### src/rtl/riscuinho_lsu_pkg.sv
// Shared definitions for the load/store unit.
// Contents:
//   - RV32I funct3 encodings for loads and stores.
//   - Bus size codes: byte, half, word.
//   - FSM state encodings: IDLE, CHECK, WAIT, XFER, RESP.
//   - Helper functions: access-fault check and funct3-to-size mapping.
package riscuinho_lsu_pkg;

  localparam logic [2:0] F3_B  = 3'b000;  // LB / SB
  localparam logic [2:0] F3_H  = 3'b001;  // LH / SH
  localparam logic [2:0] F3_W  = 3'b010;  // LW / SW
  localparam logic [2:0] F3_BU = 3'b100;  // LBU
  localparam logic [2:0] F3_HU = 3'b101;  // LHU

  localparam logic [1:0] SIZE_BYTE = 2'b00;
  localparam logic [1:0] SIZE_HALF = 2'b01;
  localparam logic [1:0] SIZE_WORD = 2'b10;

  localparam logic [2:0] ST_IDLE  = 3'd0;
  localparam logic [2:0] ST_CHECK = 3'd1;
  localparam logic [2:0] ST_WAIT  = 3'd2;
  localparam logic [2:0] ST_XFER  = 3'd3;
  localparam logic [2:0] ST_RESP  = 3'd4;

  // An illegal encoding is reported the same way as a misaligned address.
  // The unsigned loads (LBU/LHU) have no store form, so a store with
  // either encoding is also treated as a fault.
  function automatic logic access_fault(input logic we, input logic [2:0] funct3,
                                        input logic [1:0] addr_lo);
    case (funct3)
      F3_B:    return 1'b0;
      F3_H:    return addr_lo[0];
      F3_W:    return |addr_lo;
      F3_BU:   return we;
      F3_HU:   return we | addr_lo[0];
      default: return 1'b1;
    endcase
  endfunction

  // Map the low two funct3 bits to a bus size code. Encodings that fault
  // map to word; no bus access is ever made for them.
  function automatic logic [1:0] size_of(input logic [1:0] funct3_lo);
    case (funct3_lo)
      2'b00:   return SIZE_BYTE;
      2'b01:   return SIZE_HALF;
      default: return SIZE_WORD;
    endcase
  endfunction

endpackage

### src/rtl/load_store_unit_if.sv
// Interface to the data bus controller.
// Signals:
//   rd, wd  : read / write strobes toward the controller
//   size    : access size code (00 byte, 01 half, 10 word)
//   addr    : byte address
//   wdata   : store data
//   rdata   : load data from the controller (low-aligned, zero-filled)
//   ready   : controller ready
//   busy    : controller busy
// Modports:
//   master : the load/store unit side
//   slave  : the controller side
interface load_store_unit_if;
  logic        rd;
  logic        wd;
  logic [1:0]  size;
  logic [31:0] addr;
  logic [31:0] wdata;
  logic [31:0] rdata;
  logic        ready;
  logic        busy;

  modport master (output rd, wd, size, addr, wdata, input rdata, ready, busy);
  modport slave  (input rd, wd, size, addr, wdata, output rdata, ready, busy);
endinterface

### src/rtl/lsu_load_extend.sv
// Load data extension.
// Purely combinational: sign- or zero-extends the low byte or halfword of
// the captured bus data according to the load funct3.
// Ports:
//   funct3 : in  3  load encoding
//   data   : in  32 captured bus data
//   ext    : out 32 extended result
module lsu_load_extend
  import riscuinho_lsu_pkg::*;
(
  input  logic [2:0]  funct3,
  input  logic [31:0] data,
  output logic [31:0] ext
);

  always_comb begin
    ext = data;
    case (funct3)
      F3_B:    ext = {{24{data[7]}}, data[7:0]};
      F3_BU:   ext = {24'b0, data[7:0]};
      F3_H:    ext = {{16{data[15]}}, data[15:0]};
      F3_HU:   ext = {16'b0, data[15:0]};
      default: ext = data;
    endcase
  end

endmodule

### src/rtl/load_store_unit.sv
// Load/store unit: CPU-side front end for the data bus controller.
// Behaviour:
//   - Accepts one RV32I load/store per handshake.
//   - Checks alignment in CHECK.
//   - Waits for a bus grant (ready & !busy) in WAIT, with a timeout.
//   - Strobes the bus for exactly one cycle in XFER.
//   - Returns a one-cycle response in RESP.
// Ports:
//   clk, rst          : clock, asynchronous active-high reset
//   req_valid/ready   : request handshake (ready only in IDLE)
//   req_we/funct3     : store flag and access encoding
//   req_addr/wdata    : request address and store data
//   resp_valid        : one-cycle response pulse
//   resp_rdata        : extended load data (0 for stores/faults)
//   resp_misalign     : alignment / illegal-encoding fault
//   resp_timeout      : no bus grant within TIMEOUT_CYCLES
//   bus               : controller interface (master side)
module load_store_unit
  import riscuinho_lsu_pkg::*;
#(
  parameter int TIMEOUT_CYCLES = 16,
  parameter int CNT_WIDTH      = 5
) (
  input  logic                     clk,
  input  logic                     rst,
  input  logic                     req_valid,
  output logic                     req_ready,
  input  logic                     req_we,
  input  logic [2:0]               req_funct3,
  input  logic [31:0]              req_addr,
  input  logic [31:0]              req_wdata,
  output logic                     resp_valid,
  output logic [31:0]              resp_rdata,
  output logic                     resp_misalign,
  output logic                     resp_timeout,
  load_store_unit_if.master        bus
);

  localparam logic [CNT_WIDTH-1:0] CNT_LAST = CNT_WIDTH'(TIMEOUT_CYCLES - 1);

  logic [2:0]           state_reg, state_next;
  logic                 we_reg;
  logic [2:0]           funct3_reg;
  logic [CNT_WIDTH-1:0] cnt_reg;
  logic [31:0]          rdata_reg;
  logic                 misalign_reg;
  logic                 timeout_reg;
  logic [31:0]          bus_addr_reg;
  logic [1:0]           bus_size_reg;
  logic [31:0]          bus_wdata_reg;
  logic                 grant;
  logic [31:0]          ext_data;

  assign grant = bus.ready & ~bus.busy;

  always_comb begin
    state_next = state_reg;
    case (state_reg)
      ST_IDLE:  if (req_valid) state_next = ST_CHECK;
      ST_CHECK: state_next = access_fault(we_reg, funct3_reg, bus_addr_reg[1:0])
                             ? ST_RESP : ST_WAIT;
      ST_WAIT: begin
        if (grant)                  state_next = ST_XFER;
        else if (cnt_reg == CNT_LAST) state_next = ST_RESP;
      end
      ST_XFER:  state_next = ST_RESP;
      ST_RESP:  state_next = ST_IDLE;
      default:  state_next = ST_IDLE;
    endcase
  end

  always_ff @(posedge clk or posedge rst) begin
    if (rst) begin
      state_reg     <= ST_IDLE;
      we_reg        <= 1'b0;
      funct3_reg    <= 3'b000;
      cnt_reg       <= '0;
      rdata_reg     <= 32'h0;
      misalign_reg  <= 1'b0;
      timeout_reg   <= 1'b0;
      bus_addr_reg  <= 32'h0;
      bus_size_reg  <= SIZE_WORD;
      bus_wdata_reg <= 32'h0;
    end else begin
      state_reg <= state_next;
      case (state_reg)
        ST_IDLE: begin
          if (req_valid) begin
            we_reg        <= req_we;
            funct3_reg    <= req_funct3;
            bus_addr_reg  <= req_addr;
            bus_wdata_reg <= req_wdata;
            bus_size_reg  <= size_of(req_funct3[1:0]);
            cnt_reg       <= '0;
            misalign_reg  <= 1'b0;
            timeout_reg   <= 1'b0;
          end
        end
        ST_CHECK: misalign_reg <= access_fault(we_reg, funct3_reg, bus_addr_reg[1:0]);
        ST_WAIT: begin
          // Counter value equals the number of ungranted WAIT cycles so far;
          // the last allowed one flags the timeout on its way to RESP.
          if (!grant) begin
            cnt_reg <= cnt_reg + CNT_WIDTH'(1);
            if (cnt_reg == CNT_LAST) timeout_reg <= 1'b1;
          end
        end
        ST_XFER: if (!we_reg) rdata_reg <= bus.rdata;
        default: ;
      endcase
    end
  end

  lsu_load_extend u_extend (
    .funct3 (funct3_reg),
    .data   (rdata_reg),
    .ext    (ext_data)
  );

  // Outputs decode from registered state, so an asynchronous reset forces
  // them to their idle values immediately.
  assign req_ready     = (state_reg == ST_IDLE);
  assign resp_valid    = (state_reg == ST_RESP);
  assign resp_misalign = resp_valid & misalign_reg;
  assign resp_timeout  = resp_valid & timeout_reg;
  assign resp_rdata    = (resp_valid && !we_reg && !misalign_reg && !timeout_reg)
                         ? ext_data : 32'h0;

  assign bus.rd    = (state_reg == ST_XFER) & ~we_reg;
  assign bus.wd    = (state_reg == ST_XFER) & we_reg;
  assign bus.size  = bus_size_reg;
  assign bus.addr  = bus_addr_reg;
  assign bus.wdata = bus_wdata_reg;

endmodule

### src/flat_wrapper.sv
// flat-port wrapper written by rule: the top's interface ports become plain ports
module load_store_unit_flat import riscuinho_lsu_pkg::*;
#(
  parameter int TIMEOUT_CYCLES = 16,
  parameter int CNT_WIDTH      = 5
)
  (clk, rst, req_valid, req_ready, req_we, req_funct3, req_addr, req_wdata, resp_valid, resp_rdata, resp_misalign, resp_timeout, bus_rd, bus_wd, bus_size, bus_addr, bus_wdata, bus_rdata, bus_ready, bus_busy);
  load_store_unit_if bus_i ();
  input  logic clk;
  input  logic rst;
  input  logic req_valid;
  output logic req_ready;
  input  logic req_we;
  input  logic [2:0] req_funct3;
  input  logic [31:0] req_addr;
  input  logic [31:0] req_wdata;
  output logic resp_valid;
  output logic [31:0] resp_rdata;
  output logic resp_misalign;
  output logic resp_timeout;
  output wire logic [$bits(bus_i.rd)-1:0] bus_rd;
  output wire logic [$bits(bus_i.wd)-1:0] bus_wd;
  output wire logic [$bits(bus_i.size)-1:0] bus_size;
  output wire logic [$bits(bus_i.addr)-1:0] bus_addr;
  output wire logic [$bits(bus_i.wdata)-1:0] bus_wdata;
  input wire logic [$bits(bus_i.rdata)-1:0] bus_rdata;
  input wire logic [$bits(bus_i.ready)-1:0] bus_ready;
  input wire logic [$bits(bus_i.busy)-1:0] bus_busy;
  assign bus_rd = bus_i.rd;
  assign bus_wd = bus_i.wd;
  assign bus_size = bus_i.size;
  assign bus_addr = bus_i.addr;
  assign bus_wdata = bus_i.wdata;
  assign bus_i.rdata = bus_rdata;
  assign bus_i.ready = bus_ready;
  assign bus_i.busy = bus_busy;
  load_store_unit #(.TIMEOUT_CYCLES(TIMEOUT_CYCLES), .CNT_WIDTH(CNT_WIDTH)) u_core (.clk(clk), .rst(rst), .req_valid(req_valid), .req_ready(req_ready), .req_we(req_we), .req_funct3(req_funct3), .req_addr(req_addr), .req_wdata(req_wdata), .resp_valid(resp_valid), .resp_rdata(resp_rdata), .resp_misalign(resp_misalign), .resp_timeout(resp_timeout), .bus(bus_i));
endmodule
### config.mk
export PLATFORM = sky130hd
export DESIGN_NAME = load_store_unit_flat
export DESIGN_NICKNAME = d
export VERILOG_FILES = /design/src/rtl/riscuinho_lsu_pkg.sv /design/src/rtl/load_store_unit_if.sv /design/src/rtl/lsu_load_extend.sv /design/src/rtl/load_store_unit.sv /design/src/flat_wrapper.sv
export SDC_FILE = /design/constraint.sdc
export NUM_CORES = 1
export LEC_CHECK = 0
export CORE_UTILIZATION = 43
export CTS_CLUSTER_SIZE = 28
export DETAILED_ROUTE_END_ITERATION = 6
export GPL_TIMING_DRIVEN = 0
export PLACE_DENSITY = 0.81
export SETUP_SLACK_MARGIN = 0.15
export SYNTH_ARGS = -nofsm -noshare
export SYNTH_HDL_FRONTEND = slang
export SYNTH_SLANG_ARGS = --single-unit
### constraint.sdc
create_clock -name clk -period 4.75 [get_ports clk]
set_input_delay 0.475 -clock clk [delete_from_list [all_inputs] [get_ports clk]]
set_output_delay 0.475 -clock clk [all_outputs]
set_load 0.005 [all_outputs]
Word level (Yosys, flattened, before mapping)
Index checks and enable logic that the tools add are counted.
{"block": "totals", "ff_bits": 112, "in_bits": 105, "output_inout_bits": 104, "word_cells": 69}
{"block": "classes", "n_addsub": 1, "n_eq_ne": 14, "muxes": 18, "n_bitwise": 8, "n_reduce_logical": 18}
{"cell": "$pmux W32 S4", "n": 1}
{"cell": "$mux W32", "n": 1}
{"cell": "$mux W3", "n": 4}
{"cell": "$pmux W3 S4", "n": 1}
{"cell": "$mux W5", "n": 2}
{"cell": "$pmux W5 S2", "n": 1}
{"cell": "$eq A3 B2 Y1 const B", "n": 3}
{"cell": "$eq A3 B3 Y1 const B", "n": 3}
{"cell": "$reduce_and A2 Y1", "n": 4}
{"cell": "$eq A3 B1 Y1 const B", "n": 2}
{"cell": "$logic_not A3 Y1", "n": 2}
{"cell": "$add A5 B1 Y5 const B", "n": 1}
{"cell": "$and A1 B1 Y1", "n": 5}
{"cell": "$eq A5 B4 Y1 const B", "n": 1}
{"cell": "$pmux W1 S5", "n": 1}
{"cell": "$mux W1", "n": 4}
{"cell": "$ne A2 B2 Y1 const B", "n": 2}
{"cell": "$pmux W1 S2", "n": 2}
{"cell": "$pmux W2 S2", "n": 1}
{"cell": "$reduce_and A4 Y1", "n": 1}
{"cell": "$reduce_bool A2 Y1", "n": 2}
{"cell": "$logic_and A1 B1 Y1", "n": 3}
{"cell": "$logic_not A1 Y1", "n": 3}
{"cell": "$ne A3 B1 Y1 const B", "n": 1}
{"cell": "7 further kinds", "n": 8}

Longest topological paths before layout
{"block": "depth", "ltp_word": 5, "mapped_depth": 6, "mapped_depth_nobuf": 5}

Hierarchy
From an unflattened synthesis, not the netlist that was laid out.
{"block": "unflattened", "hier_cells": 526, "area_unflattened_um2": 5064.9}
{"module": "load_store_unit", "instances": 1, "cells_each": 459, "area_each_um2": 4709.5, "seq_area_each_um2": 2803.9}
{"module": "lsu_load_extend", "instances": 1, "cells_each": 67, "area_each_um2": 355.3, "seq_area_each_um2": 0.0}

Least setup slack after synthesis
No wires, ideal clock.
{"block": "synth_timing", "path_kind": "register to output", "start": "register u_core.funct3_reg[0]", "end": "output port resp_rdata[21]", "t_arrival_ps": 1322, "t_required_ps": 4275, "slack_ps": 2953, "path_stages_with_launch": 5, "n_path_buf": 1, "path_cell_list": "dfrtp_1 > mux2_2 > a21oi_1 > buf_4 > nor3_1"}
{"block": "synth_between", "elab_chain_len": 3, "word_cells_on_any_way": 6, "classes_between": "eq/ne: 3; mux: 2; reduce/logical: 1"}
{"item": "start: declaration", "line_no": "load_store_unit.sv:43", "rtl": "logic [2:0] funct3_reg;"}
{"item": "start signal: assignment", "line_no": "load_store_unit.sv:90", "rtl": "funct3_reg <= req_funct3;"}
{"item": "$eq A3 B3 Y1, or another cell as far along", "line_no": "lsu_load_extend.sv:18", "rtl": "case (funct3)"}
{"item": "$pmux W32 S4 *", "line_no": "lsu_load_extend.sv:18"}
{"item": "$mux W32 *", "line_no": "load_store_unit.sv:127", "rtl": "? ext_data : 32'h0;"}
{"item": "end: declaration", "line_no": "flat_wrapper.sv:18", "rtl": "output logic [31:0] resp_rdata;"}
Every way passes the cells marked *; elsewhere a longest branch is shown, timed or not.

Final worst setup path
{"block": "layout_timing", "start": "register u_core.we_reg", "end": "output port resp_rdata[20]"}
{"block": "layout_between", "elab_chain_len": 5}
{"item": "start: declaration", "line_no": "load_store_unit.sv:42", "rtl": "logic we_reg;"}
{"item": "start signal: assignment", "line_no": "load_store_unit.sv:89", "rtl": "we_reg <= req_we;"}
{"item": "$logic_not A1 Y1"}
{"item": "$logic_and A1 B1 Y1 (3 in a row)", "line_no": "load_store_unit.sv:126", "rtl": "assign resp_rdata = (resp_valid && !we_reg && !misalign_reg && !timeout_reg)"}
{"item": "$mux W32", "line_no": "load_store_unit.sv:127"}
No other way between the ends.

==> results by group <==
Status
  • Run status: finished clean

Placement
  • Area after DPL: 7140 um^2
  • Post-Place Setup Slack: ~2 ns
  • Placer Congestion: 0.788
  • I/O Buffers: ~210
  • Post-DP HPWL: a little under 10000 um

Routing
  • Routed vias: 4284
  • Initial drt markers: 238
  • Post-Route WL: 12900 um
  • Wire length on met3: just over 700 um
  • DR top layer: met4
  • Met1 wire length: ~5200 um
  • Via/cell ratio: 4.94
  • Met2 WL: 6560 um
  • Pre-antenna DRT Iters: 5
  • DRC: 0
  • Wirelength per Cell: 14.9 um
  • DRT antenna net count: 0

Layout
  • Diode count: 0
  • Post-Route Utilization: 67.9%
  • Share of cells above drive strength 1: between 10% and 20%
  • P&R area growth vs syn: 53.1%
  • # fillers: 861
  • Nets: about 830
  • Area occupied by multi-input gates: 1810 um^2
  • Register area: 2800 um^2
  • Design Area, Final: 7420 um^2

Power and ir drop
  • Leak pwr: 3.46 nW
  • PwrDens: 565 nW/um^2
  • Worst VDD drop: 0.290 mV

Worst setup path
  • CP Cell Sequence: nor3_2, nand2_1, buf_2, nor3_1, clkdlybuf4s50_1
  • Crit-path slowest cell: clkdlybuf4s50_1
  • RR Endpoint: u_core.bus.size[0]
  • Worst-path fanout max: 10
  • Critical path data required time: 4.28 ns
  • Worst R2R Path Depth: 6
  • Critical register-to-register path startpoint: u_core.state_reg[0]
  • Critical path type: flop to primary output
  • Crit path launch type: flop
  • Crit-path max cell delay: 0.54 ns
  • Worst reg2reg setup slack: between 3 and 4 ns
  • Worst EP arrival: between 2 and 3 ns
  • Setup crit end kind: primary output

Timing
  • Peak Freq: approximately 330 MHz
  • Worst clock skew: 0.00474 ns
  • Unrepaired setup endpoints after global routing: false
  • Worst-Margin Slew: about 0.60 ns
  • Final setup violation count: 0
  • Post-route worst setup slack: 1.69 ns
  • Slew Limit Headroom: 59.9%
  • Final min period: between 3 and 4 ns
  • Crit share post-route: around 64%
  • Pins Over Slew Limit: 0
  • Final Hold Viols: 0

Yosys
  • Flops & latches, synth: 112
  • Post-Syn Instances: 502
  • Syn nets: 609
  • Syn Std Cell Area: 4850 um^2
  • Simple-Gate Fraction of Synth Area: around 25%
  • Yosys warns: 0
  • Synth Area in Compound Gates: 3.15%
  • Largest family of logic cells by synthesized area: simple AND/OR/NAND/NOR gates
  • Sequential-to-total area share from yosys stat: around 58%
  • Post-synthesis mux area share: 8.49%
  • Synth Area in XOR/XNOR: 0%
  • Post-synthesis average cell area: a little under 10 um^2
  • Synth Area in Adders: less than 1%
  • Distinct cells, synth: 41

Global routing
  • Vias in the first global route: about 4300
  • GRT overflow: 0
  • Initial antenna violation count: 0
  • Total GRT Usage: a little under a quarter
  • Largest net degree at the start of global routing: 68
  • First-pass GRT wire length: roughly 21000 um

Clock network
  • Clock root buffer: clkbuf_16
  • CTS resizes: 0
  • H-Tree Level Count: 3
  • CTS Hold Buffers Added: 0
  • CTS Buf Count: 9
  • Max Root-Sink Buffers: 2
  • Worst-Skew Late Latency: 0.34 ns
  • TritonCTS clock tree: yes
  • Total clock sinks: around 110
  • Clock transition at the registers of the reported paths: roughly 0.070 ns
  • Post-CTS setup repair buffer count: 0

Floorplan
  • I/O pins: 209
  • Die Span Y: 108 um
  • Count of standard-cell rows: 38
  • Starting Density: 44.3%
  • Die area: 11700 um^2
  • Die Wd: 108 um
  • CORE AREA: 10900 um^2

Worst hold path
  • Hold EP: u_core.bus.size[1]
  • Cell count of the worst hold path: 2
  • Hold path startpoint: u_core.bus.size[1]
  • Min-delay worst type: flop to flop

Flow run
  • Max Cap Viol: 0
critical path, delay by kind of cell, from the launching register on:
family                 cells  cell delay (ns)
buffers and inverters      2             0.79
flip-flops                 1             0.45
AND/OR/NAND/NOR            3             0.99
layout by cell type (no fill, tap or decap), types with 2 or more instances in the layout:
master           netlist  layout
a21oi_1                9       9
and2_1                 2       2
and3_1                 9       9
buf_2                 14      14
buf_4                  4       4
buf_6                  7       7
clkbuf_1               3       5
clkbuf_16              0       9
clkbuf_8               2       5
clkdlybuf4s50_1        0     208
dfrtp_1              111     111
ha_1                   2       2
inv_1                  3       2
mux2_2                33      33
mux2i_1                4       4
nand2_1              211     211
nand3_1                8       8
nand4_1                3       3
nor2_1                25      25
nor3_1                17      17
o21ai_0               13      13
metrics by stage:
stage                     instances  TNS (ns)  power, mW  hold slack (ns)
after global routing            867         0       4.51            0.493
after CTS                       867         0       4.24            0.473
after detailed placement        851         0       3.50            0.461
after global placement          850    -21.13       3.42            0.450
after floorplan                 502         0       2.52            0.448
final                           867         0       4.20            0.466
cells in the mapped netlist:
master,count,area share [%]
or2b_1,1,0.15
or3b_2,1,0.18
and4b_1,1,0.21
or2_2,1,0.13
nand4_1,3,0.39
nand3b_1,1,0.15
mux2i_1,4,0.83
dfstp_2,1,0.54
nor2_1,25,1.9
nor4b_1,1,0.18
a21oi_1,9,0.93
buf_4,4,0.62
clkbuf_8,2,0.57
or4_1,1,0.15
a221o_1,1,0.21
and4bb_2,1,0.26
nor3_2,1,0.21
o21ai_0,13,1.3
and3_1,9,1.2
a31oi_1,1,0.13
nand2_1,211,16
nand3_1,8,0.83
o31ai_1,1,0.15
mux2_2,33,7.7
nor3b_1,1,0.15
inv_1,3,0.23
buf_6,7,1.6
nand4b_1,1,0.18
clkinv_1,1,0.077
nand2b_1,1,0.13
buf_1,1,0.077
nor3_1,17,1.8
nor2b_1,1,0.13
clkbuf_1,3,0.23
or4b_4,1,0.28
dfrtp_1,111,57
and2_1,2,0.26
buf_2,14,1.4
a41oi_1,1,0.18
ha_1,2,0.52
a311o_1,1,0.21
where the power goes:
| part | total [mW] | leakage, nW | internal (mW) | switching [mW] |
|---|---|---|---|---|
| Combinational | 1.83 | 1.93 | 1.02 | 0.811 |
| Sequential | 1.64 | 1.39 | 1.40 | 0.246 |
| Clock | 0.723 | 0.139 | 0.399 | 0.325 |
worst max-delay path by stage:
stage | from | to | cells after the start
after floorplan | rst | u_core.bus.addr[0] | 1
after global placement | rst | u_core.bus.addr[26] | 2
after detailed placement | u_core.we_reg | resp_rdata[20] | 5
after CTS | u_core.we_reg | resp_rdata[20] | 5
after global routing | u_core.we_reg | resp_rdata[20] | 5
final | u_core.we_reg | resp_rdata[20] | 5
per-layer routing:
| metal | vias to the layer above | global-route usage [%] |
|---|---|---|
| li1 | 2065 | - |
| met1 | 2062 | 27.6 |
| met2 | 133 | 39.2 |
| met3 | 24 | 5.30 |
| met4 | 0 | 11.8 |
| met5 | - | 0 |
cells by family (layout without fill, tap and decap cells):
| logic type | count (synthesis) | count (layout) |
|---|---|---|
| adders and majority gates | 2 | 2 |
| DFF | 112 | 112 |
| and+or+nand+nor | 289 | 289 |
| muxes | 37 | 37 |
| buffers and inverters | 35 | 260 |
| AOI/OAI and AO/OA | 27 | 27 |
final cells by class:
cell class	instances	share of cell area, %
Timing Repair Buffer	209	28.4
Multi-Input combinational cell	355	24.4
Buffer	31	2.98
Sequential cell	112	37.8
Clock buffer	14	3.69
Tap cell	140	2.36
Clock inverter	2	0.169
Inverter	4	0.236
No activity file was read; power rests on OpenSTA's default activity.
==> patch: new RTL, same settings <==
Put a register stage on the output `resp_timeout`, with the module's reset. The value now appears one clock later. The other outputs are not delayed to match. Comments in the files are not updated.
--- a/src/rtl/load_store_unit.sv
+++ b/src/rtl/load_store_unit.sv
@@ -122,7 +122,13 @@
   assign req_ready     = (state_reg == ST_IDLE);
   assign resp_valid    = (state_reg == ST_RESP);
   assign resp_misalign = resp_valid & misalign_reg;
-  assign resp_timeout  = resp_valid & timeout_reg;
+  always_ff @(posedge clk or posedge rst) begin
+    if (rst) begin
+      resp_timeout <= '0;
+    end else begin
+      resp_timeout <= resp_valid & timeout_reg;
+    end
+  end
   assign resp_rdata    = (resp_valid && !we_reg && !misalign_reg && !timeout_reg)
                          ? ext_data : 32'h0;
 
Function: no difference found for any inputs over 4 cycles, from zero or initial values and one cycle with rst high; that may be too few to reach the edited logic, so the function may still have changed.
==> patch against the original RTL <==
Area after synthesis up 0.52%. Synthesized cell count grew 0.20%. Setup slack worse by 0.073 ns. Final area is 4.6% higher. Power grew 14%. Non-clock buffer count unchanged. Sequential cell count increased by 1. Routed wire length up 6.4%. Critical path type unchanged. Largest cell class unchanged.
==> patch: results (changes against the original RTL) <==
result of the run - finished, final reports clean
aggregate routed wire length - 13740 um (+6.4%)
syn_nets - 610 (+0.16%)
RD Place Congestion - 0.8801 (+12%)
largest net degree at the start of global routing - 73 (+7.4%)
routed wire length on met3 - 968 um (+34%)
number of clock buffers inserted by TritonCTS - 17 (+8)
dominant delay contributor by cell family on the critical path - buffers and inverters
GRT Overall Usage - 24.64% (+1.5 points)
highest ir drop seen on vdd - 0.3267 mV (+13%)
reg-to-reg critical path endpoint - u_core.rdata_reg[11]
fill cell instance count of the final layout - 816 (-5.2%)
WL/cell - 15.55 um (+4.4%)
clock sink count - 113 (+0.89%)
post-synthesis compound-gate area fraction - 3.131% (-0.016 points)
met2 Usage GRT - 41.27% (+2.1 points)
placed cell area - 7162 um2 (+0.35%)
worst reg2reg startpoint - u_core.state_reg[2]
area share of fa/ha/maj cells after synthesis - 0.5133% (-0.0026 points)
length of the first detailed-routing pass in iterations - 4 (-1)
total net switching power - 1.508 mW (+9.2%)
biggest area contributors in the synthesized netlist - sky130_fd_sc_hd__dfrtp_1 57%, sky130_fd_sc_hd__nand2_1 16%, sky130_fd_sc_hd__mux2_2 7.6%, sky130_fd_sc_hd__nor2_1 1.9%, sky130_fd_sc_hd__nor3_1 1.7%
most frequent cells after synthesis - 211 x sky130_fd_sc_hd__nand2_1, 112 x sky130_fd_sc_hd__dfrtp_1, 33 x sky130_fd_sc_hd__mux2_2
share of final layout cell area taken by clock buffers and inverters - 7.796% (+3.9 points)
met1 demand-to-capacity share in global routing - 26.92% (-0.63 points)
half-perimeter wire length after detailed placement - 9860 um (+2.1%)
global-route wire length before repair - 21750 um (+4.3%)
last element of the critical path - resp_rdata[19]
maximum clock skew at final layout - 0.005238 ns (+0.0004966 ns)
Clk pin slew, worst setup/hold paths - 0.05 ns (-0.02 ns)
cell count of the worst reg-to-reg path - 5 (-1)
part of the total power dissipated in combinational logic - 38.5% (-5.1 points)
leakage power figure - 3.629 nW (+5.0%)
multiplexer fraction of the synthesized cell area - 8.445% (-0.044 points)
post-placement cell count - 852 (+0.12%)
top cell category - flip-flops and latches
number of clock-tree buffers in the layout - 21 (+7)
synthesized area per cell - 9.691 um2 (+0.32%)
number of vias per cell after detailed routing - 4.979 (+0.76%)
CP startpoint - u_core.state_reg[1]
clock latency on the worst-skew pair - 0.40 ns (+0.06 ns)
register area share after synthesis - 58.03% (+0.22 points)
transition time at the pin with the least slew margin - 0.5754 ns (-0.02602 ns)
ratio of cells with drive above 1 in the final layout - 13.31% (+2.0 points)
met3 Use GR - 8.620% (+3.3 points)
CP arrival - 2.66 ns (+0.08 ns)
register cell area after layout - 2829 um2 (+0.89%)
patch: power by group through the flow:
stage          registers [mW]  logic, mW  clock network (mW)
6_report                 1.66       1.85                1.29
5_1_grt                  1.72       2.04                1.36
4_1_cts                  1.66       1.87                1.31
3_5_place_dp             1.67       1.85                   0
3_3_place_gp             1.64       1.79                   0
2_1_floorplan            1.65      0.885                   0
patch: per-stage QoR:
stage | worst slack (ns) | util, % | hold WS [ns] | total power, mW
after CTS | 1.601 | 71.03 | 0.4722 | 4.845
after global placement | -0.2275 | 65.22 | 0.4513 | 3.426
after detailed placement | 2.115 | 65.49 | 0.4581 | 3.520
after global routing | 1.439 | 71.03 | 0.4949 | 5.118
final | 1.619 | 71.03 | 0.4649 | 4.798
after floorplan | 1.289 | - | 0.4482 | 2.531
patch: worst min-delay path: stages (launching register included):
cell	delay [ns]
sky130_fd_sc_hd__dfstp_2	0.36
sky130_fd_sc_hd__nand2_1	0.05
sky130_fd_sc_hd__nand2_1	0.05
